<file path="src/rtl/spi_pkg.sv">
// Shared definitions for the SPI master blocks: controller states, SPI mode
// constants and the default divider and word-width settings.
package spi_pkg;

  localparam int   SPI_CLK_DIV = 4;
  localparam int   SPI_DATA_W  = 8;
  localparam logic SPI_CPOL    = 1'b0;
  localparam logic SPI_CPHA    = 1'b0;

  typedef enum logic [2:0] {
    ST_IDLE,
    ST_SHIFT,
    ST_HOLD,
    ST_END,
    ST_GAP
  } spi_state_e;

endpackage

</file>
<file path="src/rtl/spi_sclk_gen.sv">
// SPI clock generator. Toggles sclk every CLK_DIV clk cycles while enabled and
// flags the clk cycle right before each sclk edge with a rise or fall strobe.
module spi_sclk_gen
  import spi_pkg::*;
#(
  parameter int CLK_DIV = SPI_CLK_DIV
) (
  input  logic clk,
  input  logic reset,
  input  logic en,
  output logic sclk,
  output logic rise,
  output logic fall
);

  localparam int CW = $clog2(CLK_DIV + 1);

  logic [CW-1:0] cnt_q, cnt_d;
  logic          sclk_q, sclk_d;
  logic          wrap;

  assign wrap = en && (cnt_q == CW'(CLK_DIV - 1));

  // The strobes are combinational so the controller acts on the same clk
  // edge that moves sclk.
  assign rise = wrap && (sclk_q == SPI_CPOL);
  assign fall = wrap && (sclk_q != SPI_CPOL);
  assign sclk = sclk_q;

  // NOTE: give every always_comb output a default first so no path leaves it
  // unassigned; that is what keeps latches from being inferred.
  always_comb begin
    cnt_d  = cnt_q;
    sclk_d = sclk_q;
    if (!en) begin
      cnt_d  = '0;
      sclk_d = SPI_CPOL;
    end else if (wrap) begin
      cnt_d  = '0;
      sclk_d = ~sclk_q;
    end else begin
      cnt_d = cnt_q + CW'(1);
    end
  end

  // NOTE: state registers use non-blocking assignments so every flop samples
  // values from before the edge, whatever order the blocks happen to run in.
  always_ff @(posedge clk or posedge reset) begin
    if (reset) begin
      cnt_q  <= '0;
      sclk_q <= SPI_CPOL;
    end else begin
      cnt_q  <= cnt_d;
      sclk_q <= sclk_d;
    end
  end

endmodule

</file>
<file path="src/rtl/spi_master_ctrl.sv">
// Word-level SPI master, mode 0, MSB first. Words arrive over valid/ready;
// words not marked last are chained into one burst with cs_n held low.
module spi_master_ctrl
  import spi_pkg::*;
#(
  parameter int CLK_DIV = SPI_CLK_DIV,
  parameter int DATA_W  = SPI_DATA_W
) (
  input  logic              clk,
  input  logic              reset,
  input  logic [DATA_W-1:0] tx_data,
  input  logic              tx_last,
  input  logic              tx_valid,
  output logic              tx_ready,
  output logic [DATA_W-1:0] rx_data,
  output logic              rx_valid,
  output logic              busy,
  output logic              sclk,
  output logic              cs_n,
  output logic              mosi,
  input  logic              miso
);

  localparam int BW = $clog2(DATA_W + 1);
  localparam int DW = $clog2(CLK_DIV + 1);

  spi_state_e        state_q, state_d;
  logic [DATA_W-1:0] tx_sh_q, tx_sh_d;
  logic [DATA_W-1:0] rx_sh_q, rx_sh_d;
  logic [DATA_W-1:0] rx_data_q, rx_data_d;
  logic              rx_valid_q, rx_valid_d;
  logic              last_q, last_d;
  logic [BW-1:0]     bit_cnt_q, bit_cnt_d;
  logic [DW-1:0]     dly_q, dly_d;
  logic              tx_ready_q, tx_ready_d;
  logic              cs_n_q, cs_n_d;

  logic sclk_rise, sclk_fall;
  logic sample_edge, shift_edge;
  logic accept, last_fall, dly_done;

  spi_sclk_gen #(
    .CLK_DIV (CLK_DIV)
  ) u_sclk_gen (
    .clk   (clk),
    .reset (reset),
    .en    (state_q == ST_SHIFT),
    .sclk  (sclk),
    .rise  (sclk_rise),
    .fall  (sclk_fall)
  );

  assign sample_edge = (SPI_CPHA == 1'b0) ? sclk_rise : sclk_fall;
  assign shift_edge  = (SPI_CPHA == 1'b0) ? sclk_fall : sclk_rise;
  assign accept      = tx_valid && tx_ready_q;
  assign last_fall   = shift_edge && (bit_cnt_q == BW'(DATA_W - 1));
  assign dly_done    = (dly_q == DW'(CLK_DIV - 1));

  always_comb begin
    state_d = state_q;
    unique case (state_q)
      ST_IDLE:  if (accept)    state_d = ST_SHIFT;
      ST_SHIFT: if (last_fall) state_d = last_q ? ST_END : ST_HOLD;
      ST_HOLD:  if (accept)    state_d = ST_SHIFT;
      ST_END:   if (dly_done)  state_d = ST_GAP;
      ST_GAP:   if (dly_done)  state_d = ST_IDLE;
      default:                 state_d = ST_IDLE;
    endcase
  end

  always_comb begin
    tx_sh_d    = tx_sh_q;
    rx_sh_d    = rx_sh_q;
    rx_data_d  = rx_data_q;
    rx_valid_d = 1'b0;
    last_d     = last_q;
    bit_cnt_d  = bit_cnt_q;
    dly_d      = dly_q + DW'(1);

    if (accept) begin
      tx_sh_d = tx_data;
      last_d  = tx_last;
    end

    if (state_q == ST_SHIFT) begin
      if (sample_edge) rx_sh_d = {rx_sh_q[DATA_W-2:0], miso};
      if (shift_edge) begin
        bit_cnt_d = bit_cnt_q + BW'(1);
        if (last_fall) begin
          rx_data_d  = rx_sh_q;
          rx_valid_d = 1'b1;
        end else begin
          tx_sh_d = tx_sh_q << 1;
        end
      end
    end

    // Counters restart on every state entry, including HOLD -> SHIFT.
    if (state_d != state_q) begin
      bit_cnt_d = '0;
      dly_d     = '0;
    end
    if (state_d == ST_IDLE) tx_sh_d = '0;

    tx_ready_d = (state_d == ST_IDLE) || (state_d == ST_HOLD);
    cs_n_d     = (state_d == ST_IDLE) || (state_d == ST_GAP);
  end

  always_ff @(posedge clk or posedge reset) begin
    if (reset) begin
      state_q    <= ST_IDLE;
      tx_sh_q    <= '0;
      rx_sh_q    <= '0;
      rx_data_q  <= '0;
      rx_valid_q <= 1'b0;
      last_q     <= 1'b0;
      bit_cnt_q  <= '0;
      dly_q      <= '0;
      tx_ready_q <= 1'b0;
      cs_n_q     <= 1'b1;
    end else begin
      state_q    <= state_d;
      tx_sh_q    <= tx_sh_d;
      rx_sh_q    <= rx_sh_d;
      rx_data_q  <= rx_data_d;
      rx_valid_q <= rx_valid_d;
      last_q     <= last_d;
      bit_cnt_q  <= bit_cnt_d;
      dly_q      <= dly_d;
      tx_ready_q <= tx_ready_d;
      cs_n_q     <= cs_n_d;
    end
  end

  // mosi is the shift register MSB, so it holds the last bit after the word.
  assign mosi     = tx_sh_q[DATA_W-1];
  assign tx_ready = tx_ready_q;
  assign rx_data  = rx_data_q;
  assign rx_valid = rx_valid_q;
  assign cs_n     = cs_n_q;
  assign busy     = (state_q != ST_IDLE);

endmodule

</file>
<file path="config.mk">
export PLATFORM = sky130hd
export DESIGN_NAME = spi_master_ctrl
export DESIGN_NICKNAME = d
export VERILOG_FILES = /design/src/rtl/spi_pkg.sv /design/src/rtl/spi_sclk_gen.sv /design/src/rtl/spi_master_ctrl.sv
export SDC_FILE = /design/constraint.sdc
export NUM_CORES = 1
export LEC_CHECK = 0
export BUFFER_PORTS_ARGS = -buffer_cell sky130_fd_sc_hd__clkbuf_2
export CAP_MARGIN = 20
export CORE_AREA = 4 4 67 69
export CTS_CLUSTER_SIZE = 30
export DETAILED_ROUTE_END_ITERATION = 8
export DIE_AREA = 0 0 71 73
export PLACE_DENSITY_LB_ADDON = 0.08
export SLEW_MARGIN = 0
export SYNTH_ARGS = -nofsm -noshare
export SYNTH_HDL_FRONTEND = slang
export SYNTH_SLANG_ARGS = --single-unit
</file>
<file path="constraint.sdc">
create_clock -name clk -period 3.9 [get_ports clk]
set_input_delay 0.39 -clock clk [delete_from_list [all_inputs] [get_ports clk]]
set_output_delay 0.39 -clock clk [all_outputs]
set_load 0.03 [all_outputs]
</file>
==> reports/qor.txt, run 1 <==
=====================================================================================
Run status                                                                  completed
Clock-pin slew of the registers on the worst-case setup and hold paths          90 ps
Buffers inserted during post-CTS setup optimization                                 0
Largest fanout of any net on the critical path                                     18
Final #Nets                                                                       192
Slew Viols, Final                                                                   0
H-tree levels                                                                       2
Final antenna diode count                                                           0
Worst setup endpoint                                                       rx_data[3]
Crit share post-route                                                          0.5694
Data arrival time at the worst-slack endpoint                                 2390 ps
Launch point of the critical path                                        u_sclk_gen.cnt_q[0]
Synth Flop Type                                                          sky130_fd_sc_hd__dfrtp_1
Share of post-route cells with drive strength above 1                          0.3352
Crit-path slowest cell                                                   sky130_fd_sc_hd__nor3_4
# setup viols final                                                                 0
Levels on crit path                                                                 4
Final hold violations                                                               0
CP Buf/Inv Count                                                                    0
Capturing point of the worst reg2reg path                                  rx_data[3]
Hold-fix buffers at CTS                                                             0
Worst Tran Pin Value                                                          1132 ps
Tot GR Track Use                                                               0.1521
Number of library cell types mapped by synthesis                                   37
Number of flip-flops and latches in the synthesized netlist                        42
Reg2reg path depth                                                                  4
Total leakage power                                                          1.046 nW
Final Util                                                                     0.5454
Overall via count from detail_route                                              1236
Tmin final                                                                    2221 ps
EDFF count, synth                                                                   0
RePlAce Congestion                                                             0.7847
Aggregate routed wire length                                                  3488 um
Total design power                                                           737.5 uW
Vias in the first global route                                                   1298
Required time at the endpoint of the critical path                            4070 ps
Max Freq                                                                   0.4503 GHz
Total gr overflow                                                                   0
Sw Pwr                                                                       165.1 uW
Crit path cell chain                                                     ha_1, nand3b_1, nor3_4, mux2_2
Setup TNS after final layout                                                     0 ps
Die Height                                                                      73 um
Cts repair resizes                                                                  0
Largest stage delay on the critical path                                       690 ps
Sinks on the clock net                                                             42
Maximum number of pins on one net before global-route repair                       43
Sum of net half-perimeters after detailed placement                           2438 um
Class of the tightest hold or removal check                              input port to async pin
Power per standard cell area                                             345.5 mW/mm2
Antenna violations before repair                                                    0
Share of the synthesized area in the top cell type                             0.5416
Critical Path Sink Type                                                     flip-flop
Ranking of synthesized cells by area                                     sky130_fd_sc_hd__dfrtp_1, sky130_fd_sc_hd__mux2_2, sky130_fd_sc_hd__mux2i_1
Combinational fraction of design power                                          0.025
R2R Setup Slk                                                                 1680 ps
Number of ports placed on the die boundary                                         27
Cell internal power dissipation                                              572.4 uW
Max transition margin                                                          0.2455
Setup repair after global routing missed its margin                                no
Clock skew after layout                                                      7.038 ps
Reg-to-reg startpoint                                                    u_sclk_gen.cnt_q[0]
Mean post-synth cell area                                                   12.71 um2
TritonCTS buffer count                                                              5
Total nets after synthesis                                                        166
First DRT Iteration DRCs                                                          113
Number of placement rows                                                           23
Starting Density                                                               0.4840
Max-capacitance violation count                                                     0
Sequential cell area fraction in the yosys report                              0.5555
Synthesized instance count                                                        149
Per-cell routed wire length                                                  15.43 um
Commonest cells after routing, fill and taps aside                       sky130_fd_sc_hd__dfrtp_1, sky130_fd_sc_hd__clkbuf_2, sky130_fd_sc_hd__mux2_2
Post-synthesis async set-or-reset flop share                                    1.000
Cell taking the most area after synthesis                                sky130_fd_sc_hd__dfrtp_1
Max rail drop VDD                                                           0.2463 mV
DRC                                                                                 0
Router iterations before antenna repair                                             4
Category of the critical setup timing path                               flip-flop to flip-flop
Die width                                                                       71 um
Most common cell after layout, fill and taps aside                       sky130_fd_sc_hd__dfrtp_1
Buffer depth of the longest clock path                                              2
Skew-Pair Late Insertion Delay                                                 290 ps
Synth-to-layout area growth                                                    12.68%
Clock network fraction of design power                                          0.377
Worst setup SP type                                                         flip-flop
Port bufs                                                                          26
Count of synthesis-stage warnings from yosys                                        0
Sw Ratio                                                                       0.2239
CP top delay family                                                      simple AND/OR/NAND/NOR gates
Antenna-violating nets left                                                         0
Post-Synthesis Cell Area                                                 0.001894 mm2
Vias per inst                                                                   5.469
Flop pwr share                                                                  0.599
Wire length of the first global-routing pass                                  6216 um
Die footprint                                                            0.005183 mm2
Clock tree from TritonCTS                                                        done
Core area                                                                0.003914 mm2
Root Buffer                                                              sky130_fd_sc_hd__clkbuf_8
=====================================================================================
logic make-up after synthesis:
logic type	Yosys count	synth area share
DFF	42	0.5555
buffers and inverters	14	0.03830
AOI/OAI and AO/OA	21	0.08058
muxes	26	0.1486
and+or+nand+nor	41	0.1460
xor gates and xnor gates	1	0.004624
adders and majority gates	4	0.02642
layer usage:
metal / share of wire / wire length (um) / GRT usage / vias to the layer above
li1: - / - / - / 605
met1: 0.45 / 1574 / 0.1982 / 599
met2: 0.49 / 1713 / 0.2513 / 26
met3: 0.044 / 154 / 0.03581 / 6
met4: 0.013 / 46 / 0.05010 / 0
met5: 0 / 0 / 0 / -
through the flow:
step | cells | worst slack [ps] | cell area (um2) | hold slack [ps]
4_1_cts | 226 | 1669 | 2135 | 217.4
6_report | 226 | 1679 | 2135 | 201.4
3_5_place_dp | 218 | 1687 | 2044 | 434.6
3_3_place_gp | 218 | 1830 | 2044 | 426.2
2_1_floorplan | 149 | 2027 | 1894 | 419.2
5_1_grt | 226 | 1509 | 2135 | 241.9
worst min path at each step:
stage,to,slack [ps]
2_1_floorplan,dly_q[0],420
3_3_place_gp,u_sclk_gen.cnt_q[0],430
3_5_place_dp,u_sclk_gen.cnt_q[0],430
4_1_cts,bit_cnt_q[0],220
5_1_grt,rx_sh_q[2],240
6_report,bit_cnt_q[0],200
power groups by stage:
stage,logic [mW],registers [mW],clock network [mW]
6_report,0.0183,0.441,0.278
5_1_grt,0.0216,0.442,0.311
4_1_cts,0.0193,0.441,0.284
3_5_place_dp,0.0192,0.450,0
3_3_place_gp,0.0186,0.450,0
2_1_floorplan,0.00986,0.449,0
worst reg2reg max path, stage by stage, from the launching register on:
cell	delay, ps
sky130_fd_sc_hd__dfrtp_1	350
sky130_fd_sc_hd__ha_1	200
sky130_fd_sc_hd__nand3b_1	460
sky130_fd_sc_hd__nor3_4	690
sky130_fd_sc_hd__mux2_2	410
registers in the layout, summed over array words and instances (netlist names):
| name | cells |
|---|---|
| u_sclk_gen.sclk | 1 |
| rx_data | 8 |
| rx_sh_q | 8 |
| last_q | 1 |
| tx_sh_q | 8 |
| rx_valid | 1 |
| state_q | 3 |
| tx_ready | 1 |
| bit_cnt_q | 4 |
| u_sclk_gen.cnt_q | 3 |
| cs_n | 1 |
| dly_q | 3 |
layout make-up:
cell class                      count  area (um2)
Fill cell                         378        1779
Sequential cell                    42        1052
Multi-Input combinational cell     93       769.5
Timing Repair Buffer               27       137.6
Clock buffer                        5       68.82
Tap cell                           50       62.56
Inverter                            6       22.52
Clock inverter                      3       21.27
synthesized netlist by cell type, drive strengths merged (4+ instances only):
cell type / instances
clkbuf: 4
buf: 4
mux2: 17
mux2i: 9
nor4: 8
nand3b: 5
nor3b: 4
dfrtp: 41
a211oi: 8
inv: 6
nor3: 6
or4: 4
ha: 4
a21oi: 5
Note: power is estimated with default switching activity, not from simulation.
==> run 2: changes to the inputs <==
==> constraint.sdc (replaced) <==
create_clock -name clk -period 2 [get_ports clk]
set_input_delay 0.2 -clock clk [delete_from_list [all_inputs] [get_ports clk]]
set_output_delay 0.2 -clock clk [all_outputs]
set_load 0.03 [all_outputs]
==> reports/qor.txt, run 2 (synthesis results as in run 1) <==
=====================================================================================
Total leakage power                                                          1.070 nW   was 1.046 nW
Tot GR Track Use                                                               0.1531   was 0.1521
Placement-stage cell area                                                0.002102 mm2   was 0.002044 mm2
Sw Pwr                                                                       320.7 uW   was 165.1 uW
Port bufs                                                                          26   unchanged
Final hold violations                                                               0   unchanged
Sinks on the clock net                                                             42   unchanged
Max-capacitance violation count                                                     0   unchanged
Per-cell routed wire length                                                  15.61 um   was 15.43 um
Tmin final                                                                    1936 ps   was 2221 ps
Worst hold slack after final layout                                          6.613 ps   was 201.4 ps
Total design power                                                           1.437 mW   was 737.5 uW
Skew-Pair Late Insertion Delay                                                 290 ps   about the same
Max rail drop VDD                                                           0.3951 mV   was 0.2463 mV
Antenna violations before repair                                                    0   unchanged
Router iterations before antenna repair                                             5   was 4
Post-route design area                                                   0.002202 mm2   was 0.002135 mm2
Critical Path Sink Type                                                     flip-flop   unchanged
Slew Viols, Final                                                                   0   unchanged
Met3 layer wire length in the routed design                                    144 um   was 154 um
DRC                                                                                 0   unchanged
Highest layer used for signal routing                                            met4   unchanged
RePlAce Congestion                                                             0.8144   was 0.7847
Die width                                                                       71 um   unchanged
Buffer depth of the longest clock path                                              2   unchanged
Vias in the first global route                                                   1335   was 1298
H-tree levels                                                                       2   unchanged
Root Buffer                                                              sky130_fd_sc_hd__clkbuf_8   unchanged
Met2 wire length                                                              1881 um   was 1713 um
Cell internal power dissipation                                              1.116 mW   was 572.4 uW
Class of the tightest hold or removal check                              input port to async pin   unchanged
Maximum number of pins on one net before global-route repair                       43   unchanged
Setup TNS after final layout                                                     0 ps   unchanged
Combinational fraction of design power                                          0.025   about the same
Sw Ratio                                                                       0.2232   was 0.2239
First DRT Iteration DRCs                                                           91   was 113
Final #Nets                                                                       198   was 192
Met1 WL                                                                       1557 um   was 1574 um
Post-layout worst setup margin                                               64.40 ps   was 1679 ps
Aggregate routed wire length                                                  3622 um   was 3488 um
Die Height                                                                      73 um   unchanged
Setup slack after placement                                                  54.66 ps   was 1687 ps
Vias per inst                                                                   5.483   was 5.469
Total gr overflow                                                                   0   unchanged
Clock skew after layout                                                      6.037 ps   was 7.038 ps
Die footprint                                                            0.005183 mm2   unchanged
Synth-to-layout area growth                                                    16.25%   was 12.68%
Clock-pin slew of the registers on the worst-case setup and hold paths          80 ps   was 90 ps
Clock network fraction of design power                                          0.376   was 0.377
Most common cell after layout, fill and taps aside                       sky130_fd_sc_hd__dfrtp_1   unchanged
Worst setup SP type                                                         flip-flop   unchanged
Number of placement rows                                                           23   unchanged
Starting Density                                                               0.4840   unchanged
Buffers inserted during post-CTS setup optimization                                 0   unchanged
Data arrival time at the worst-slack endpoint                                 2130 ps   was 2390 ps
# setup viols final                                                                 0   unchanged
Max Freq                                                                   0.5166 GHz   was 0.4503 GHz
Power per standard cell area                                             652.4 mW/mm2   was 345.5 mW/mm2
Share of post-route cells with drive strength above 1                          0.3681   was 0.3352
Overall via count from detail_route                                              1272   was 1236
Core area                                                                0.003914 mm2   unchanged
Wire length of the first global-routing pass                                  6272 um   was 6216 um
Max transition margin                                                          0.6166   was 0.2455
Setup repair after global routing missed its margin                                no   unchanged
Sum of net half-perimeters after detailed placement                           2517 um   was 2438 um
Commonest cells after routing, fill and taps aside                       sky130_fd_sc_hd__dfrtp_1, sky130_fd_sc_hd__clkbuf_2, sky130_fd_sc_hd__mux2_2   unchanged
Worst Tran Pin Value                                                         575.0 ps   was 1132 ps
Flop pwr share                                                                  0.599   about the same
Crit share post-route                                                          0.9678   was 0.5694
Clock tree from TritonCTS                                                        done   unchanged
Required time at the endpoint of the critical path                            2190 ps   was 4070 ps
Category of the critical setup timing path                               flip-flop to flip-flop   unchanged
Number of ports placed on the die boundary                                         27   unchanged
Final antenna diode count                                                           0   unchanged
Run status                                                                  completed   unchanged
Largest fanout of any net on the critical path                                     20   was 18
Antenna-violating nets left                                                         0   unchanged
TritonCTS buffer count                                                              5   unchanged
=====================================================================================
## run 2: cell count changes in the layout (fill, tap and decap cells not counted)
cell                       before  now
sky130_fd_sc_hd__buf_4          1    6
sky130_fd_sc_hd__a221oi_1       1    0
sky130_fd_sc_hd__a221oi_2       0    1
sky130_fd_sc_hd__buf_12         0    1
sky130_fd_sc_hd__mux2i_1        9    8
sky130_fd_sc_hd__mux2i_2        0    1
## run 2: cell type report
type,count,area [um2]
Tap cell,50,62.56
Multi-Input combinational cell,93,779.5
Sequential cell,42,1052
Inverter,6,22.52
Clock buffer,5,68.82
Timing Repair Buffer,33,195.2
Clock inverter,3,21.27
Fill cell,362,1712
## run 2: metal layers
metal / vias to the layer above / track usage
met5: - / 0
met4: 0 / 0.05428
met3: 5 / 0.03306
met2: 30 / 0.2647
met1: 622 / 0.1895
li1: 615 / -
## run 2: power by group through the flow
stage / registers (mW) / logic [mW] / clock network, mW
floorplan: 0.876 / 0.0192 / 0
global placement: 0.877 / 0.0368 / 0
detailed placement: 0.878 / 0.0384 / 0
CTS: 0.861 / 0.0385 / 0.567
global route: 0.862 / 0.0419 / 0.604
finish: 0.861 / 0.0363 / 0.540
## run 2: repair_timing
item,CTS,global route
endpoints found under the hold margin,0,0
hold buffers,0,0
resized for setup,0,2
setup endpoints to repair,0,7
## run 2: worst max-delay path: stages (launching register included)
cell,delay (ps)
sky130_fd_sc_hd__dfrtp_1,460
sky130_fd_sc_hd__or3b_4,530
sky130_fd_sc_hd__or3_1,550
sky130_fd_sc_hd__a211oi_1,290
## run 2: worst paths after layout
path / start / slack [ps] / depth (start not counted) / endpoint
max: state_q[1] / 60 / 3 / tx_sh_q[2]
min: reset / 7 / 3 / tx_sh_q[3]
max reg2reg: state_q[1] / 60 / 3 / tx_sh_q[2]
min reg2reg: dly_q[0] / 450 / 1 / dly_q[0]
max in group asynchronous: reset / 1620 / 3 / cs_n
min in group clk: miso / 140 / 2 / rx_sh_q[0]
## run 2: stage by stage
stage,instances,util
floorplan,149,-
global placement,224,0.5371
detailed placement,224,0.5371
CTS,232,0.5601
global route,232,0.5627
finish,232,0.5627
